## src/rtl/flow_pkg.sv

```systemverilog
// Shared constants, state/kind enums and immediate decoders for the flow resolver.
// Optional JALR resolution is controlled by the FLOW_JALR_EN macro (see flow_resolver.sv).
package flow_pkg;

    localparam logic [6:0] OPC_BRANCH = 7'b1100011;
    localparam logic [6:0] OPC_JAL    = 7'b1101111;
    localparam logic [6:0] OPC_JALR   = 7'b1100111;
    localparam logic [6:0] OPC_NOP    = 7'b0010011;

    localparam logic [2:0] F3_EQ  = 3'b000;
    localparam logic [2:0] F3_NE  = 3'b001;
    localparam logic [2:0] F3_LT  = 3'b100;
    localparam logic [2:0] F3_GE  = 3'b101;
    localparam logic [2:0] F3_LTU = 3'b110;
    localparam logic [2:0] F3_GEU = 3'b111;

    typedef enum logic [1:0] {
        ST_RUN      = 2'd0,
        ST_RESOLVE  = 2'd1,
        ST_REDIRECT = 2'd2
    } state_t;

    typedef enum logic [1:0] {
        K_BRANCH = 2'd0,
        K_JAL    = 2'd1,
        K_JALR   = 2'd2
    } kind_t;

    function automatic logic [31:0] imm_b(input logic [31:0] i);
        return {{19{i[31]}}, i[31], i[7], i[30:25], i[11:8], 1'b0};
    endfunction

    function automatic logic [31:0] imm_j(input logic [31:0] i);
        return {{11{i[31]}}, i[31], i[19:12], i[20], i[30:21], 1'b0};
    endfunction

    function automatic logic [31:0] imm_i(input logic [31:0] i);
        return {{20{i[31]}}, i[31:20]};
    endfunction

endpackage

```

## src/rtl/flow_resolver_if.sv

```systemverilog
// Fetch-side bundle between the instruction path and the flow resolver.
interface flow_resolver_if;
    logic [31:0] IP;
    logic [31:0] instr;
    logic [31:0] rs1_val;
    logic [31:0] rs2_val;
    logic [6:0]  OP;
    logic [31:0] up_amt;
    logic        b_taken;
    logic [31:0] link_addr;
    logic        link_we;

    modport master (
        output IP, instr, rs1_val, rs2_val,
        input  OP, up_amt, b_taken, link_addr, link_we
    );

    modport slave (
        input  IP, instr, rs1_val, rs2_val,
        output OP, up_amt, b_taken, link_addr, link_we
    );
endinterface

```

## src/rtl/flow_resolver_cmp.sv

```systemverilog
// Combinational branch condition evaluator; unsupported funct3 codes never take.
module branch_cmp
    import flow_pkg::*;
(
    input  logic [31:0] a,
    input  logic [31:0] b,
    input  logic [2:0]  funct3,
    output logic        taken
);
    always_comb begin
        taken = 1'b0;
        case (funct3)
            F3_EQ:   taken = (a == b);
            F3_NE:   taken = (a != b);
            F3_LT:   taken = ($signed(a) <  $signed(b));
            F3_GE:   taken = ($signed(a) >= $signed(b));
            F3_LTU:  taken = (a <  b);
            F3_GEU:  taken = (a >= b);
            default: taken = 1'b0;
        endcase
    end
endmodule

```

## src/rtl/flow_resolver.sv

```systemverilog
// Resolves BRANCH/JAL(/JALR) into PC offset, taken flag and link write, in lock-step with the PC.
// Define FLOW_JALR_EN to resolve JALR; otherwise JALR is shown to the PC as a NOP and ignored.
module flow_resolver
    import flow_pkg::*;
(
    input  logic     CLK,
    input  logic     RESET_N,
    flow_resolver_if.slave bus
);
    state_t      state, state_nxt;
    kind_t       cap_kind;
    logic [2:0]  cap_f3;
    logic [6:0]  cap_op;
    logic [31:0] cap_a, cap_b, cap_off, cap_link;

    logic [6:0]  opc;
    logic        is_cf;
    logic        capture;
    kind_t       kind_now;
    logic [31:0] off_now;
    logic        cmp_taken;

    logic [6:0]  op_o;
    logic [31:0] up_o;
    logic        bt_o;
    logic        we_o;

    assign opc = bus.instr[6:0];

    always_comb begin
        is_cf    = 1'b0;
        kind_now = K_BRANCH;
        off_now  = imm_b(bus.instr);
        case (opc)
            OPC_BRANCH: is_cf = 1'b1;
            OPC_JAL: begin
                is_cf    = 1'b1;
                kind_now = K_JAL;
                off_now  = imm_j(bus.instr);
            end
`ifdef FLOW_JALR_EN
            OPC_JALR: begin
                is_cf    = 1'b1;
                kind_now = K_JALR;
                // Absolute target turned into a PC-relative offset for the counter
                off_now  = ((bus.rs1_val + imm_i(bus.instr)) & ~32'd1) - bus.IP;
            end
`endif
            default: ;
        endcase
    end

    assign capture = (state == ST_RUN) && is_cf;

    branch_cmp u_cmp (
        .a      (cap_a),
        .b      (cap_b),
        .funct3 (cap_f3),
        .taken  (cmp_taken)
    );

    always_ff @(posedge CLK or negedge RESET_N) begin
        if (!RESET_N) state <= ST_RUN;
        else          state <= state_nxt;
    end

    always_comb begin
        state_nxt = state;
        op_o      = opc;
        up_o      = 32'd0;
        bt_o      = 1'b0;
        we_o      = 1'b0;
        case (state)
            ST_RUN: begin
`ifndef FLOW_JALR_EN
                if (opc == OPC_JALR) op_o = OPC_NOP;
`endif
                if (capture) state_nxt = ST_RESOLVE;
            end
            ST_RESOLVE: begin
                op_o = cap_op;
                up_o = cap_off;
                bt_o = (cap_kind == K_BRANCH) && cmp_taken;
                if (bt_o || cap_kind != K_BRANCH) state_nxt = ST_REDIRECT;
                else                              state_nxt = ST_RUN;
            end
            ST_REDIRECT: begin
                we_o      = (cap_kind != K_BRANCH);
                state_nxt = ST_RUN;
            end
            default: state_nxt = ST_RUN;
        endcase
    end

    always_ff @(posedge CLK or negedge RESET_N) begin
        if (!RESET_N) begin
            cap_kind <= K_BRANCH;
            cap_f3   <= 3'd0;
            cap_op   <= 7'd0;
            cap_a    <= 32'd0;
            cap_b    <= 32'd0;
            cap_off  <= 32'd0;
            cap_link <= 32'd0;
        end else if (capture) begin
            cap_kind <= kind_now;
            cap_f3   <= bus.instr[14:12];
            cap_op   <= opc;
            cap_a    <= bus.rs1_val;
            cap_b    <= bus.rs2_val;
            cap_off  <= off_now;
            cap_link <= bus.IP + 32'd4;
        end
    end

    assign bus.OP        = op_o;
    assign bus.up_amt    = up_o;
    assign bus.b_taken   = bt_o;
    assign bus.link_we   = we_o;
    assign bus.link_addr = cap_link;

endmodule

```

## src/flat_wrapper.sv

```systemverilog
// flat-port wrapper written by rule: the top's interface ports become plain ports
module flow_resolver_flat import flow_pkg::*;
  (CLK, RESET_N, bus_IP, bus_instr, bus_rs1_val, bus_rs2_val, bus_OP, bus_up_amt, bus_b_taken, bus_link_addr, bus_link_we);
  flow_resolver_if bus_i ();
  input  logic CLK;
  input  logic RESET_N;
  input wire logic [$bits(bus_i.IP)-1:0] bus_IP;
  input wire logic [$bits(bus_i.instr)-1:0] bus_instr;
  input wire logic [$bits(bus_i.rs1_val)-1:0] bus_rs1_val;
  input wire logic [$bits(bus_i.rs2_val)-1:0] bus_rs2_val;
  output wire logic [$bits(bus_i.OP)-1:0] bus_OP;
  output wire logic [$bits(bus_i.up_amt)-1:0] bus_up_amt;
  output wire logic [$bits(bus_i.b_taken)-1:0] bus_b_taken;
  output wire logic [$bits(bus_i.link_addr)-1:0] bus_link_addr;
  output wire logic [$bits(bus_i.link_we)-1:0] bus_link_we;
  assign bus_i.IP = bus_IP;
  assign bus_i.instr = bus_instr;
  assign bus_i.rs1_val = bus_rs1_val;
  assign bus_i.rs2_val = bus_rs2_val;
  assign bus_OP = bus_i.OP;
  assign bus_up_amt = bus_i.up_amt;
  assign bus_b_taken = bus_i.b_taken;
  assign bus_link_addr = bus_i.link_addr;
  assign bus_link_we = bus_i.link_we;
  flow_resolver u_core (.CLK(CLK), .RESET_N(RESET_N), .bus(bus_i));
endmodule
```

## config.mk

```make
export PLATFORM = sky130hd
export DESIGN_NAME = flow_resolver_flat
export DESIGN_NICKNAME = d
export VERILOG_FILES = /design/src/rtl/flow_pkg.sv /design/src/rtl/flow_resolver_if.sv /design/src/rtl/flow_resolver_cmp.sv /design/src/rtl/flow_resolver.sv /design/src/flat_wrapper.sv
export SDC_FILE = /design/constraint.sdc
export NUM_CORES = 1
export LEC_CHECK = 0
export CAP_MARGIN = 20
export CORE_ASPECT_RATIO = 2
export CORE_UTILIZATION = 47
export CTS_CLUSTER_DIAMETER = 150
export DETAILED_ROUTE_END_ITERATION = 8
export PLACE_DENSITY = 0.81
export SYNTH_ARGS = -nofsm -noshare
export SYNTH_HDL_FRONTEND = slang
export SYNTH_SLANG_ARGS = --single-unit
```

## constraint.sdc

```tcl
create_clock -name CLK -period 2.9 [get_ports CLK]
set_clock_uncertainty 0.05 [all_clocks]
set_input_delay 0.29 -clock CLK [delete_from_list [all_inputs] [get_ports CLK]]
set_output_delay 0.29 -clock CLK [all_outputs]
set_load 0.02 [all_outputs]
```

**Yosys cells after proc, flatten, opt, wreduce, memory -nomap -nowiden**

Cells that the tools add are included.

- Register bits: 131
- Input port bits: 130
- Output and inout bits: 73
- Word-level logic and storage cells: 46

- Add/sub/neg operators: 1
- Order comparisons: 4
- Equality and inequality tests: 13
- Muxes and demuxes: 12
- Reduce and logical (&&, ||, !) cells: 8

Operator list:

| cell | number |
|---|---|
| greater-or-equal comparator 32 bit | 2 |
| less-than comparator 32 bit | 2 |
| adder 32 x 3 -> 32 bit (second input constant) | 1 |
| equality test 32 bit | 1 |
| 2-to-1 mux 32 bit | 1 |
| != test 32 bit | 1 |
| equality test 7 bit (second input constant) | 3 |
| 2-to-1 mux 20 bit | 1 |
| one-hot mux 7 bit (2 select lines) | 1 |
| equality test 3 bit (second input constant) | 4 |
| 2-to-1 mux 7 bit | 1 |
| one-hot mux 1 bit (6 select lines) | 1 |
| zero test 2 bit | 2 |
| 2-to-1 mux 1 bit | 4 |
| 2-to-1 mux 2 bit | 2 |
| one-hot mux 2 bit (2 select lines) | 1 |
| equality test 3 x 1 -> 1 bit (second input constant) | 1 |
| zero test 3 bit | 1 |
| equality test 2 x 1 -> 1 bit (second input constant) | 1 |
| equality test 2 bit (second input constant) | 1 |
| logical AND 1 bit | 2 |
| != test 2 x 1 -> 1 bit (second input constant) | 1 |
| nonzero test 2 bit | 1 |
| OR reduction 2 bit | 1 |
| logical OR 1 bit | 1 |

**Logic depth before layout (Yosys ltp)**

Gate-level depths: netlist of run 1.

- Word-level depth: 6
- Mapped depth: 9

**By module**

A second synthesis of run 1 with hierarchy kept.

- Cell total of the unflattened synthesis: 637
- Area, all modules: 7,025.5 um2

Modules (own cells, without submodules):

| module | instances | cells each | area an instance (um2) |
|---|---|---|---|
| flow_resolver | 1 | 509 | 6,102.1 |
| branch_cmp | 1 | 128 | 923.4 |

**Worst setup path before layout of run 1**

No wires, ideal clock.

- Path type: register -> output
- Start: register u_core.cap_a[14]
- End: output bus_b_taken
- Arrival: 2,199 ps
- Required time: 2,560 ps
- Setup slack: 361 ps
- Cell stages (with the launch flop): 9
- Cells stage by stage: dfrtp_1 > ha_1 > nand4_2 > nor4_2 > a21boi_2 > o41a_1 > nor2_2 > a311o_1 > o32ai_2

- Word-level cells in the longest chain between the ends: 4
- Elaborated cells between the ends (all ways): 9
- Those cells by class: 4 x order compare; 2 x eq/ne; 2 x mux; 1 x reduce/logical

RTL lines:

| element | RTL line | source |
|---|---|---|
| start: declaration | flow_resolver.sv:14 | `logic [31:0] cap_a, cap_b, cap_off, cap_link;` |
| start signal: assignment | flow_resolver.sv:108 | `cap_a <= bus.rs1_val;` |
| greater-or-equal comparator 32 bit (tied with other cells) | flow_resolver_cmp.sv:18 | `F3_GEU: taken = (a >= b);` |
| one-hot mux 1 bit (6 select lines) * | flow_resolver_cmp.sv:12 | `case (funct3)` |
| logical AND 1 bit * | flow_resolver.sv:83 | `bt_o = (cap_kind == K_BRANCH) && cmp_taken;` |
| 2-to-1 mux 1 bit * | flow_resolver.sv:73 | `case (state)` |
| end: declaration | flat_wrapper.sv:13 | `output wire logic [$bits(bus_i.b_taken)-1:0] bus_b_taken;` |

Mark *: on every way between the ends. The rest lies on a longest branch, timed or not.

**Worst setup path after layout of run 1**

- Start: register u_core.cap_a[27]
- End: output bus_b_taken

Same word-level chain as after synthesis.

==> results of run 1 <==
==> final cells by class <==
class                      instances  area share
sequential                       129       0.337
multi-input combinational        516       0.323
timing repair buffer             229       0.234
clock buffer                      20      0.0466
clock inverter                    12      0.0238
tap                              155      0.0202
inverter                          40      0.0158
==> how the worst min path moves through the flow <==
stage / slack [ns] / cells after the start / end / startpoint
floorplan: -0.06 / 0 / u_core.bus.link_addr[0]$_DFFE_PN0P_ / RESET_N
global placement: 0.25 / 1 / u_core.cap_a[24]$_DFFE_PN0P_ / RESET_N
detailed placement: 0.26 / 1 / u_core.cap_b[24]$_DFFE_PN0P_ / RESET_N
CTS: 0.35 / 3 / u_core.cap_off[9]$_DFFE_PN0P_ / bus_instr[29]
global route: 0.36 / 3 / u_core.cap_a[16]$_DFFE_PN0P_ / bus_rs1_val[16]
finish: 0.36 / 3 / u_core.bus.link_addr[1]$_DFFE_PN0P_ / bus_IP[1]
==> stage by stage <==
step	utilization	setup slack [ns]	cell area, sq um	setup TNS (ns)	instances
global route	0.709	-0.300	9590	-0.300	1101
finish	0.709	-0.205	9590	-0.205	1101
CTS	0.699	-0.198	9440	-0.198	1095
detailed placement	0.640	-0.395	8650	-0.395	1060
floorplan	-	0.361	6520	0	729
global placement	0.640	-0.327	8650	-0.327	1060
==> cell families after synthesis <==
logic type | count (synthesis)
compound gates | 114
xor+xnor | 29
fa+ha+maj | 33
buf+inv | 84
flops | 129
mux | 7
other cells | 1
simple gates | 332
==> critical path: cells and delay by family, from the launching register on <==
kind,cells,cell delay [ns]
AO/OA/AOI/OAI,7,1.48
adder cells (fa/ha/maj),1,0.32
buffers and inverters,1,0.17
flip-flops,1,0.39
==> repair_timing <==
item                       CTS  global route
cloned                       0             0
setup buffers                2             6
hold endpoints to repair    57             0
resized for setup           17            16
hold buffers                 1             0
setup endpoints to repair    1            13
pin swaps                    5             8
==> flip-flops by register name, indices dropped and copies added, names as in the netlist <==
name	count
u_core.bus.link_addr	32
u_core.cap_a	32
u_core.cap_b	32
u_core.cap_off	20
u_core.cap_op	7
u_core.cap_f3	3
u_core.state	2
u_core.cap_kind	1
==> cell usage after synthesis (all sizes together) (7+ instances only) <==
cell type / count / share of area
ha: 33 / 0.063
xor2: 19 / 0.026
o21ai: 72 / 0.056
nand3: 13 / 0.010
mux2i: 7 / 0.011
clkbuf: 14 / 0.0081
nor2: 13 / 0.0079
nand4: 11 / 0.012
xnor2: 10 / 0.013
a21oi: 17 / 0.013
a22oi: 8 / 0.0092
dfrtp: 129 / 0.50
and2: 22 / 0.021
inv: 40 / 0.023
buf: 30 / 0.029
nand2: 243 / 0.14
==> power groups by stage <==
stage          logic, uW  registers (uW)  clock network (uW)
6_report            1760            2430                2440
5_1_grt             1950            2470                2560
4_1_cts             1630            2420                2470
3_5_place_dp        1510            2440                   0
3_3_place_gp        1480            2420                   0
2_1_floorplan        718            2510                   0
==> metal layers <==
metal,wire [um],vias to the layer above,GRT usage
li1,-,2793,-
met1,6230,2669,0.254
met2,9810,159,0.485
met3,792,34,0.0600
met4,517,0,0.117
met5,0,-,0
==> results.md, run 1 <==
* Result of the run: finished with violations
* Violations in the final reports: setup timing
* Static leakage at approximately 0.0045 uW
* RSZ-0062 raised after global routing: true
* Sequential Area at ~3200 sq um
* CTS tree: done
* RR Endpoint: u_core.state[1]$_DFFE_PN0P_
* Post-Synth Adder-Cell Area at 0.0633
* Worst setup EP type: primary output
* Register bit total from synthesis at 129
* Clock net sink count at 129
* Power per cell area at 692 nW/um^2
* Critical path class: reg2out
* Power spent charging and discharging nets at between 1500 and 2000 uW
* Synthesized instance count at 729
* Count of buffers inserted at the top-level ports at 201
* Post-route ant nets at 0
* Data arrival time at the worst-slack endpoint at 2.76 ns
* Startpoint of the most critical setup path: u_core.cap_a[27]$_DFFE_PN0P_
* Syn_nets at around 890
* Comb power frac at 0.265
* Initial DRT Pass Iterations at 4
* Source of the worst register-to-register timing path: u_core.cap_a[27]$_DFFE_PN0P_
* Crit path cell chain: ha_1 > a21oi_1 > o21ai_0 > a221oi_2 > o31ai_2 > o311a_2 > a21oi_2 > o32ai_2 > buf_4
* Fraction of the mapped netlist area in compound gates at 0.102
* Library cell contributing the largest single delay on the critical path: sky130_fd_sc_hd__o311a_2
* Maximum vdd ir drop at between 0.4 and 0.5 mV
* Latest clock arrival within the worst-skew pair at 0.40 ns
* Core box area at 13500 sq um
* Num CTS Buffers at 17
* Count of endpoints failing hold in the final timing report at 0
* Detail-routed net length per standard cell at between 15 and 20 um
* Min-delay worst type: in2reg
* Count of vias placed by the detailed router at 5655
* Register-to-register path setup slack at roughly 0.54 ns
* Overall Global Routing Usage at 0.254
* Vert. Die Dim at 169 um
* Fin Hold WS at 0.360 ns
* Multi-input logic area at 3100 sq um
* Xor and xnor fraction of the mapped netlist area at 0.0390
* Switching share of power at 0.286
* Starting density of the core at 0.482
* Headroom to the max-slew limit at 0.452
* Iteration-0 DRC count of the detailed router at approximately 300
* Antenna violations before repair at 0
* Max-Cap Viols at 0
* Routability-driven placement congestion ratio at between 0.7 and 0.8
* Number of library cell types mapped by synthesis at 55
* Wire length of the first global-routing pass at 28400 um
* Synthesized cell area at 6520 sq um
* Cell-internal power at around 4700 uW
* Type of element launching the critical path: register
* Share of layout cells above drive strength 1 at 0.101
* Clock power share at 0.368
* CP Data Required Time at 2.56 ns
* Commonest cells after routing, fill and taps aside: 241 x sky130_fd_sc_hd__nand2_1, 199 x sky130_fd_sc_hd__clkdlybuf4s50_1, 129 x sky130_fd_sc_hd__dfrtp_1
* Part of the cycle the worst path needs at 1.07
* Fin. max-slew vios at 0
* Crit path setup slack, layout at -0.205 ns
* Sequential power share at 0.366
* DIE AREA at 14400 sq um
* Share of cell area taken by muxes after synthesis at 0.0107
* Combinational family with the most area after synthesis: simple AND/OR/NAND/NOR gates
* Clock-pin slew of the registers on the worst-case setup and hold paths at approximately 0.06 ns
* Final WL at around 17000 um
* Max Clk Rate at roughly 320 MHz
* CTS H-tree lvls at 4
* Via count of the first global-routing pass at between 6000 and 7000
* Die Wd at roughly 85 um
* Site row count at 60
* Maximum number of buffers from clock root to sink at 2
* Sequential element share of the synthesized area at 0.495
* Total power at 6640 uW
* Post-synth EDFFs at 0
* Stage delay of the slowest cell on the critical path at ~0.43 ns
* Count of fill cells added during filler insertion at about 990
* Synthesized-area fraction occupied by and/or/nand/nor cells at 0.229
* Top-level port count at 203
* Number of warning messages in the yosys log at 0
* Maximum number of pins on one net before global-route repair at 83
* Clk root buf: sky130_fd_sc_hd__clkbuf_16
* Final routed DRC violation total at 0
* Pin slew with the least headroom to its limit at 0.822 ns
* Primary FF master, synth: sky130_fd_sc_hd__dfrtp_1
* Time the worst path needs with I/O delays and setup at 3.10 ns
* Number of antenna repair diodes at 0
* Area Overhead vs Synth at 47.0%
* Total congestion overflow after global routing at 0
* Setup violations, final at 1
* Detailed-placement wirelength estimate at 12200 um
* Depth of the most critical reg-to-reg path at 9
* Layout net count at 1096
* Syn avg cell area at just under 9 sq um
* End point of the critical path: bus_b_taken
* Most common cell after layout, fill and taps aside: sky130_fd_sc_hd__nand2_1
* Crit-path max FO at 3
* Share of synthesized flip-flops with an asynchronous set or reset at 1.00
* Via density per instance at 5.14
(Power assumes the default switching activity.)
==> run 2: changes to the inputs <==
- SLEW_MARGIN: not set -> 40
- clock period: 2.9 -> 3.5 ns (I/O delays scaled with it)
==> results.md, run 2 (synthesis results as in run 1) <==
* Result of the run: finished, final reports clean
* Min-delay worst type: reg2reg
* Vert. Die Dim at 169 um (unchanged)
* RSZ-0062 raised after global routing: false
* Buf/Inv on CP at 1 (unchanged)
* Final WL at 16400 um (-5.8%)
* Data arrival time at the worst-slack endpoint at 2.89 ns (+0.13 ns)
* Crit path setup slack, layout at 0.206 ns (+0.410 ns)
* Routability-driven placement congestion ratio at 0.778 (-1.6%)
* Overall Global Routing Usage at 0.243 (-0.0108)
* Setup violations, final at 0 (-1)
* Total congestion overflow after global routing at 0 (unchanged)
* Total negative slack at 0 ns (+0.205 ns)
* Count of vias placed by the detailed router at 5467 (-3.3%)
* Sequential Area at 3230 sq um (unchanged)
* Number of antenna repair diodes at 0 (unchanged)
* Starting density of the core at 0.482 (unchanged)
* Multi-input logic area at 2920 sq um (-5.7%)
* Source of the worst register-to-register timing path: u_core.cap_a[14]$_DFFE_PN0P_
* Clock net sink count at 129 (unchanged)
* Maximum vdd ir drop at 0.340 mV (-27%)
* Cell family contributing the most delay on the critical path: compound AO/OA/AOI/OAI gates
* CP Data Required Time at 3.10 ns (+0.54 ns)
* Startpoint of the most critical setup path: u_core.cap_a[14]$_DFFE_PN0P_
* Maximum number of buffers from clock root to sink at 2 (unchanged)
* Fin Hold WS at 0.411 ns (+0.0512 ns)
* Type of element launching the critical path: register
* DIE AREA at 14400 sq um (unchanged)
* Latest clock arrival within the worst-skew pair at 0.41 ns (about the same)
* CTS tree: done
* Via count of the first global-routing pass at 5741 (-6.0%)
* Area Overhead vs Synth at 41.3%
* Crit-path max FO at 4 (+1)
* Clk root buf: sky130_fd_sc_hd__clkbuf_16
* Final routed DRC violation total at 0 (unchanged)
* Fin. max-slew vios at 0 (unchanged)
* Count of endpoints failing hold in the final timing report at 0 (unchanged)
* Part of the cycle the worst path needs at 0.941
* Library cell contributing the largest single delay on the critical path: sky130_fd_sc_hd__dfrtp_1
* Register-to-register path setup slack at 1.12 ns (+0.58 ns)
* Maximum number of pins on one net before global-route repair at 81 (-2.4%)
* Wire length of the first global-routing pass at 27000 um (-5.1%)
* Site row count at 60 (unchanged)
* Antenna violations before repair at 0 (unchanged)
* Worst setup EP type: primary output
* Most common cell after layout, fill and taps aside: sky130_fd_sc_hd__nand2_1
* Total power at 5080 uW (-23%)
* Pin slew with the least headroom to its limit at 0.761 ns (-0.0618 ns)
* Clock-pin slew of the registers on the worst-case setup and hold paths at 0.06 ns (about the same)
* Count of fill cells added during filler insertion at 1035 (+5.1%)
* Max Clk Rate at 304 MHz
* Iteration-0 DRC count of the detailed router at 269 (-12%)
* Detail-routed net length per standard cell at 15.1 um (-4.1%)
* Via density per instance at 5.05 (-1.6%)
* Num CTS Buffers at 17 (unchanged)
* Max-Cap Viols at 0 (unchanged)
* Headroom to the max-slew limit at 0.493 (+0.0412)
* Time the worst path needs with I/O delays and setup at 3.29 ns
* Depth of the most critical reg-to-reg path at 8 (-1)
* Top-level port count at 203 (unchanged)
* Post-route ant nets at 0 (unchanged)
* Initial DRT Pass Iterations at 4 (unchanged)
* Share of layout cells above drive strength 1 at 0.0626 (-0.0389)
* Crit path cell chain: ha_1 > nand4_2 > nor4_4 > a21boi_2 > o41a_1 > nor2_2 > a311o_1 > o32ai_2 > buf_2
* Stage delay of the slowest cell on the critical path at 0.39 ns (-0.04 ns)
* RR Endpoint: u_core.state[1]$_DFFE_PN0P_
* Die Wd at 85.3 um (unchanged)
* Power per cell area at 552 nW/um^2 (-20%)
* Number of setup buffers added after CTS at 0 (-2)
* CTS H-tree lvls at 4 (unchanged)
* Number of stages on the worst setup path at 9 (unchanged)
* Critical path class: reg2out
* Static leakage at 0.00436 uW (-2.6%)
* Detailed-placement wirelength estimate at 12300 um (+0.65%)
* Core box area at 13500 sq um (unchanged)
* Count of buffers inserted at the top-level ports at 201 (unchanged)
* Layout net count at 1077 (-1.7%)
* Core occupancy in the finished layout at 0.682 (-0.0276)
* End point of the critical path: bus_b_taken
* Placement-stage worst setup slack at 0.152 ns (+0.547 ns)
* Commonest cells after routing, fill and taps aside: 243 x sky130_fd_sc_hd__nand2_1, 199 x sky130_fd_sc_hd__clkdlybuf4s50_1, 129 x sky130_fd_sc_hd__dfrtp_1
-- run 2: changes by cell type in the layout (fill, tap and decap cells not counted), sizes merged --
cell and delta:
clkinvlp +2, clkbuf -1, inv -1, buf -19, clkinv +2, bufinv -2
-- run 2: per-layer routing --
metal | up-vias | wire, um | GRT usage
met5 | - | 0 | 0
met4 | 0 | 439 | 0.0935
met3 | 30 | 876 | 0.0780
met2 | 142 | 9060 | 0.452
met1 | 2535 | 5970 | 0.249
li1 | 2760 | - | -
-- run 2: worst min path at each step --
stage	endpoint	cells after the start	slack, ns	startpoint
5_1_grt	u_core.cap_a[11]$_DFFE_PN0P_	3	0.41	bus_rs1_val[11]
6_report	u_core.cap_off[8]$_DFFE_PN0P_	2	0.41	u_core.cap_off[8]$_DFFE_PN0P_
2_1_floorplan	u_core.bus.link_addr[0]$_DFFE_PN0P_	0	0.004	RESET_N
3_5_place_dp	u_core.cap_b[24]$_DFFE_PN0P_	1	0.37	RESET_N
3_3_place_gp	u_core.cap_b[24]$_DFFE_PN0P_	1	0.37	RESET_N
4_1_cts	u_core.cap_off[9]$_DFFE_PN0P_	3	0.40	bus_instr[29]
-- run 2: worst reg2reg max path, stage by stage, from the launching register on --
cell                       delay (ns)
sky130_fd_sc_hd__dfrtp_1         0.39
sky130_fd_sc_hd__ha_1            0.31
sky130_fd_sc_hd__nand4_2         0.19
sky130_fd_sc_hd__nor4_4          0.35
sky130_fd_sc_hd__a21boi_2        0.20
sky130_fd_sc_hd__o41a_1          0.18
sky130_fd_sc_hd__nor2_2          0.08
sky130_fd_sc_hd__a311o_1         0.36
sky130_fd_sc_hd__o211ai_1        0.19
-- run 2: final cells by class --
type,instances,share of cell area
inverter,40,0.0164
tap,155,0.0210
multi-input combinational,516,0.317
clock buffer,19,0.0481
clock inverter,13,0.0200
timing repair buffer,210,0.227
sequential,129,0.350
-- run 2: through the flow --
| stage | area, sq um | instances |
|---|---|---|
| final | 9210 | 1082 |
| after global routing | 9210 | 1082 |
| after detailed placement | 8570 | 1049 |
| after CTS | 9210 | 1082 |
| after floorplan | 6520 | 729 |
| after global placement | 8560 | 1049 |
-- run 2: where the power goes --
part           internal [uW]  switching, uW
clock                   1210            661
sequential              1830            165
combinational            585            629
total                   3630           1450
-- run 2: what timing repair did --
action,4_1_cts,5_1_grt
resized for setup,3,3
hold endpoints to repair,78,0
hold buffers,1,0
endpoints found under the setup margin,1,1
==> run 3: changes to the inputs <==
- CELL_PAD_IN_SITES_DETAIL_PLACEMENT: not set -> 2
- CELL_PAD_IN_SITES_GLOBAL_PLACEMENT: not set -> 2
- CORE_UTILIZATION: 47 -> 27
- HOLD_SLACK_MARGIN: not set -> 0.1
- PLACE_DENSITY: 0.81 -> not set
- PLACE_DENSITY_LB_ADDON: not set -> 0.1
==> results.md, run 3 (synthesis results as in run 1) <==
* Core box area at 23800 sq um (+76%)
* End of the worst hold path: u_core.cap_a[3]$_DFFE_PN0P_
* Vert. Die Dim at 222 um (+32%)
* Headroom to the max-slew limit at 0.517 (+0.0245)
* Count of vias placed by the detailed router at 5746 (+5.1%)
* Result of the run: finished with violations
* Pin slew with the least headroom to its limit at 0.724 ns (-0.0367 ns)
* Total congestion overflow after global routing at 0 (unchanged)
* Violations in the final reports: DRC
* Antenna violations before repair at 1 (+1)
* Wire length on met3 at 1130 um (+29%)
* CTS H-tree lvls at 4 (unchanged)
* Final WL at 21800 um (+33%)
* Critical path class: reg2out
* Max-Cap Viols at 0 (unchanged)
* Crit-path max FO at 4 (unchanged)
* Max Clk Rate at 305 MHz (+0.46%)
* Latest clock arrival within the worst-skew pair at 0.43 ns (+0.02 ns)
* Time the worst path needs with I/O delays and setup at 3.28 ns (-0.0151 ns)
* Maximum vdd ir drop at 0.337 mV (-0.99%)
* CTS tree: done
* Hold Crit Start: bus_rs1_val[3]
* Stage delay of the slowest cell on the critical path at 0.38 ns (about the same)
* Share of layout cells above drive strength 1 at 0.0606 (-0.00196)
* Source of the worst register-to-register timing path: u_core.cap_b[27]$_DFFE_PN0P_
* Data arrival time at the worst-slack endpoint at 2.88 ns (about the same)
* Clk root buf: sky130_fd_sc_hd__clkbuf_16
* Cell-internal power at 3610 uW (-0.54%)
* Via count of the first global-routing pass at 6856 (+19%)
* Count of fill cells added during filler insertion at 2626 (+150%)
* Power spent charging and discharging nets at 1520 uW (+4.8%)
* Initial DRT Pass Iterations at 6 (+2)
* Top routing layer in use: met4
* Total negative slack at 0 ns (unchanged)
* Commonest cells after routing, fill and taps aside: 243 x sky130_fd_sc_hd__nand2_1, 199 x sky130_fd_sc_hd__clkdlybuf4s50_1, 129 x sky130_fd_sc_hd__dfrtp_1
* Clock net sink count at 129 (unchanged)
* Sum of met2 wire segment lengths after detailed routing at 12600 um (+39%)
* Top-level port count at 203 (unchanged)
* Switching share of power at 0.297 (+0.0108)
* Min-delay worst type: in2reg
* Depth of the most critical reg-to-reg path at 9 (+1)
* Number of placed cells counting well taps at 1178 (+12%)
* Post-layout instance count excluding filler cells at 1212 (+12%)
* Total power at 5130 uW (+0.98%)
* Library cell contributing the largest single delay on the critical path: sky130_fd_sc_hd__dfrtp_1
* Part of the cycle the worst path needs at 0.937 (-0.00432)
* Type of element launching the critical path: register
* Static leakage at 0.00437 uW (+0.18%)
* Detailed-placement wirelength estimate at 16500 um (+34%)
* Final routed DRC violation total at 10 (+10)
* Site row count at 80 (+33%)
* Routability-driven placement congestion ratio at 0.750 (-3.7%)
* Layout net count at 1075 (-0.19%)
* Worst setup EP type: primary output
* Die Wd at 112 um (+31%)
* DIE AREA at 24800 sq um (+73%)
* Register-to-register path setup slack at 1.10 ns (-0.02 ns)
* Maximum number of pins on one net before global-route repair at 105 (+30%)
* Maximum number of buffers from clock root to sink at 2 (unchanged)
* Wire length of the first global-routing pass at 35500 um (+32%)
* Crit path cell chain: ha_1 > nand2_1 > nor4_4 > a21boi_2 > o41a_1 > nor2_4 > a311o_1 > o32ai_2 > buf_2
* Via density per instance at 4.74 (-6.2%)
* RR Endpoint: u_core.state[1]$_DFFE_PN0P_
* Most common cell after layout, fill and taps aside: sky130_fd_sc_hd__nand2_1
* Sequential power share at 0.391 (-0.002)
* CP Data Required Time at 3.10 ns (about the same)
* Cell depth of the worst hold path at 3 (+1)
* RSZ-0062 raised after global routing: false
* Setup violations, final at 0 (unchanged)
* Area Overhead vs Synth at 44.1%
* Fin. max-slew vios at 0 (unchanged)
* Clock power share at 0.357 (-0.011)
* Count of endpoints failing hold in the final timing report at 0 (unchanged)
* Comb power frac at 0.252 (+0.013)
* Iteration-0 DRC count of the detailed router at 130 (-52%)
* Count of buffers inserted at the top-level ports at 201 (unchanged)
* Overall Global Routing Usage at 0.187 (-0.0561)
* Num CTS Buffers at 17 (unchanged)
* Post-route ant nets at 0 (unchanged)
* Starting density of the core at 0.274 (-0.209)
* Met1 Wirelength at 7510 um (+26%)
* Detail-routed net length per standard cell at 18.0 um (+19%)
* Clock-pin slew of the registers on the worst-case setup and hold paths at 0.06 ns (about the same)
* Power per cell area at 546 nW/um^2 (-0.94%)
run 3: worst max path at each step:
stage	from	end	slack (ns)	cells after the start
finish	u_core.cap_a[5]$_DFFE_PN0P_	bus_b_taken	0.22	9
global placement	u_core.cap_a[14]$_DFFE_PN0P_	bus_b_taken	0.18	9
CTS	u_core.cap_b[13]$_DFFE_PN0P_	bus_b_taken	0.01	10
detailed placement	u_core.cap_b[13]$_DFFE_PN0P_	bus_b_taken	0.09	10
floorplan	u_core.cap_a[14]$_DFFE_PN0P_	bus_b_taken	0.90	8
global route	u_core.cap_b[10]$_DFFE_PN0P_	bus_b_taken	0.07	10
run 3: worst max-delay path: cells and delay by family (launching register included):
family                   cells  cell delay [ns]
flip-flops                   1             0.38
buffers and inverters        1             0.22
AND/OR/NAND/NOR              3             0.54
adder cells (fa/ha/maj)      1             0.32
AO/OA/AOI/OAI                4             0.99
run 3: what timing repair did:
item | 4_1_cts | 5_1_grt
hold buffers | 1 | 0
pin swaps | 1 | 1
setup buffers | 0 | 1
endpoints found under the setup margin | 1 | 1
cloned | 0 | 0
endpoints found under the hold margin | 70 | 0
resized for setup | 4 | 5
run 3: per-stage QoR:
stage	instance area, sq um	util	setup slack [ns]	hold slack, ns
floorplan	6520	-	0.901	0.00441
global placement	8730	0.367	0.180	0.369
detailed placement	8740	0.367	0.0909	0.378
CTS	9370	0.393	0.0125	0.370
global route	9390	0.394	0.0706	0.400
finish	9390	0.394	0.221	0.398
run 3: per-layer routing:
metal,track usage,up-vias
met5,0,-
met4,0.0785,0
met3,0.0500,31
met2,0.363,138
met1,0.182,2837
li1,-,2740
run 3: power by group through the flow:
| stage | clock network (uW) | registers (uW) | logic [uW] |
|---|---|---|---|
| after global placement | 0 | 2010 | 1220 |
| after detailed placement | 0 | 2030 | 1290 |
| after CTS | 1900 | 2010 | 1320 |
| after floorplan | 0 | 2080 | 595 |
| final | 1830 | 2010 | 1290 |
| after global routing | 1930 | 2050 | 1460 |
run 3: final cells by class:
type,instances,area [sq um],share of cell area
Antenna cell,1,2.50,0.000266
Clock buffer,27,533,0.0567
Clock inverter,4,70.1,0.00746
Inverter,40,151,0.0161
Multi-Input combinational cell,516,2940,0.313
Sequential cell,129,3230,0.344
Tap cell,287,359,0.0382
Timing Repair Buffer,208,2110,0.224
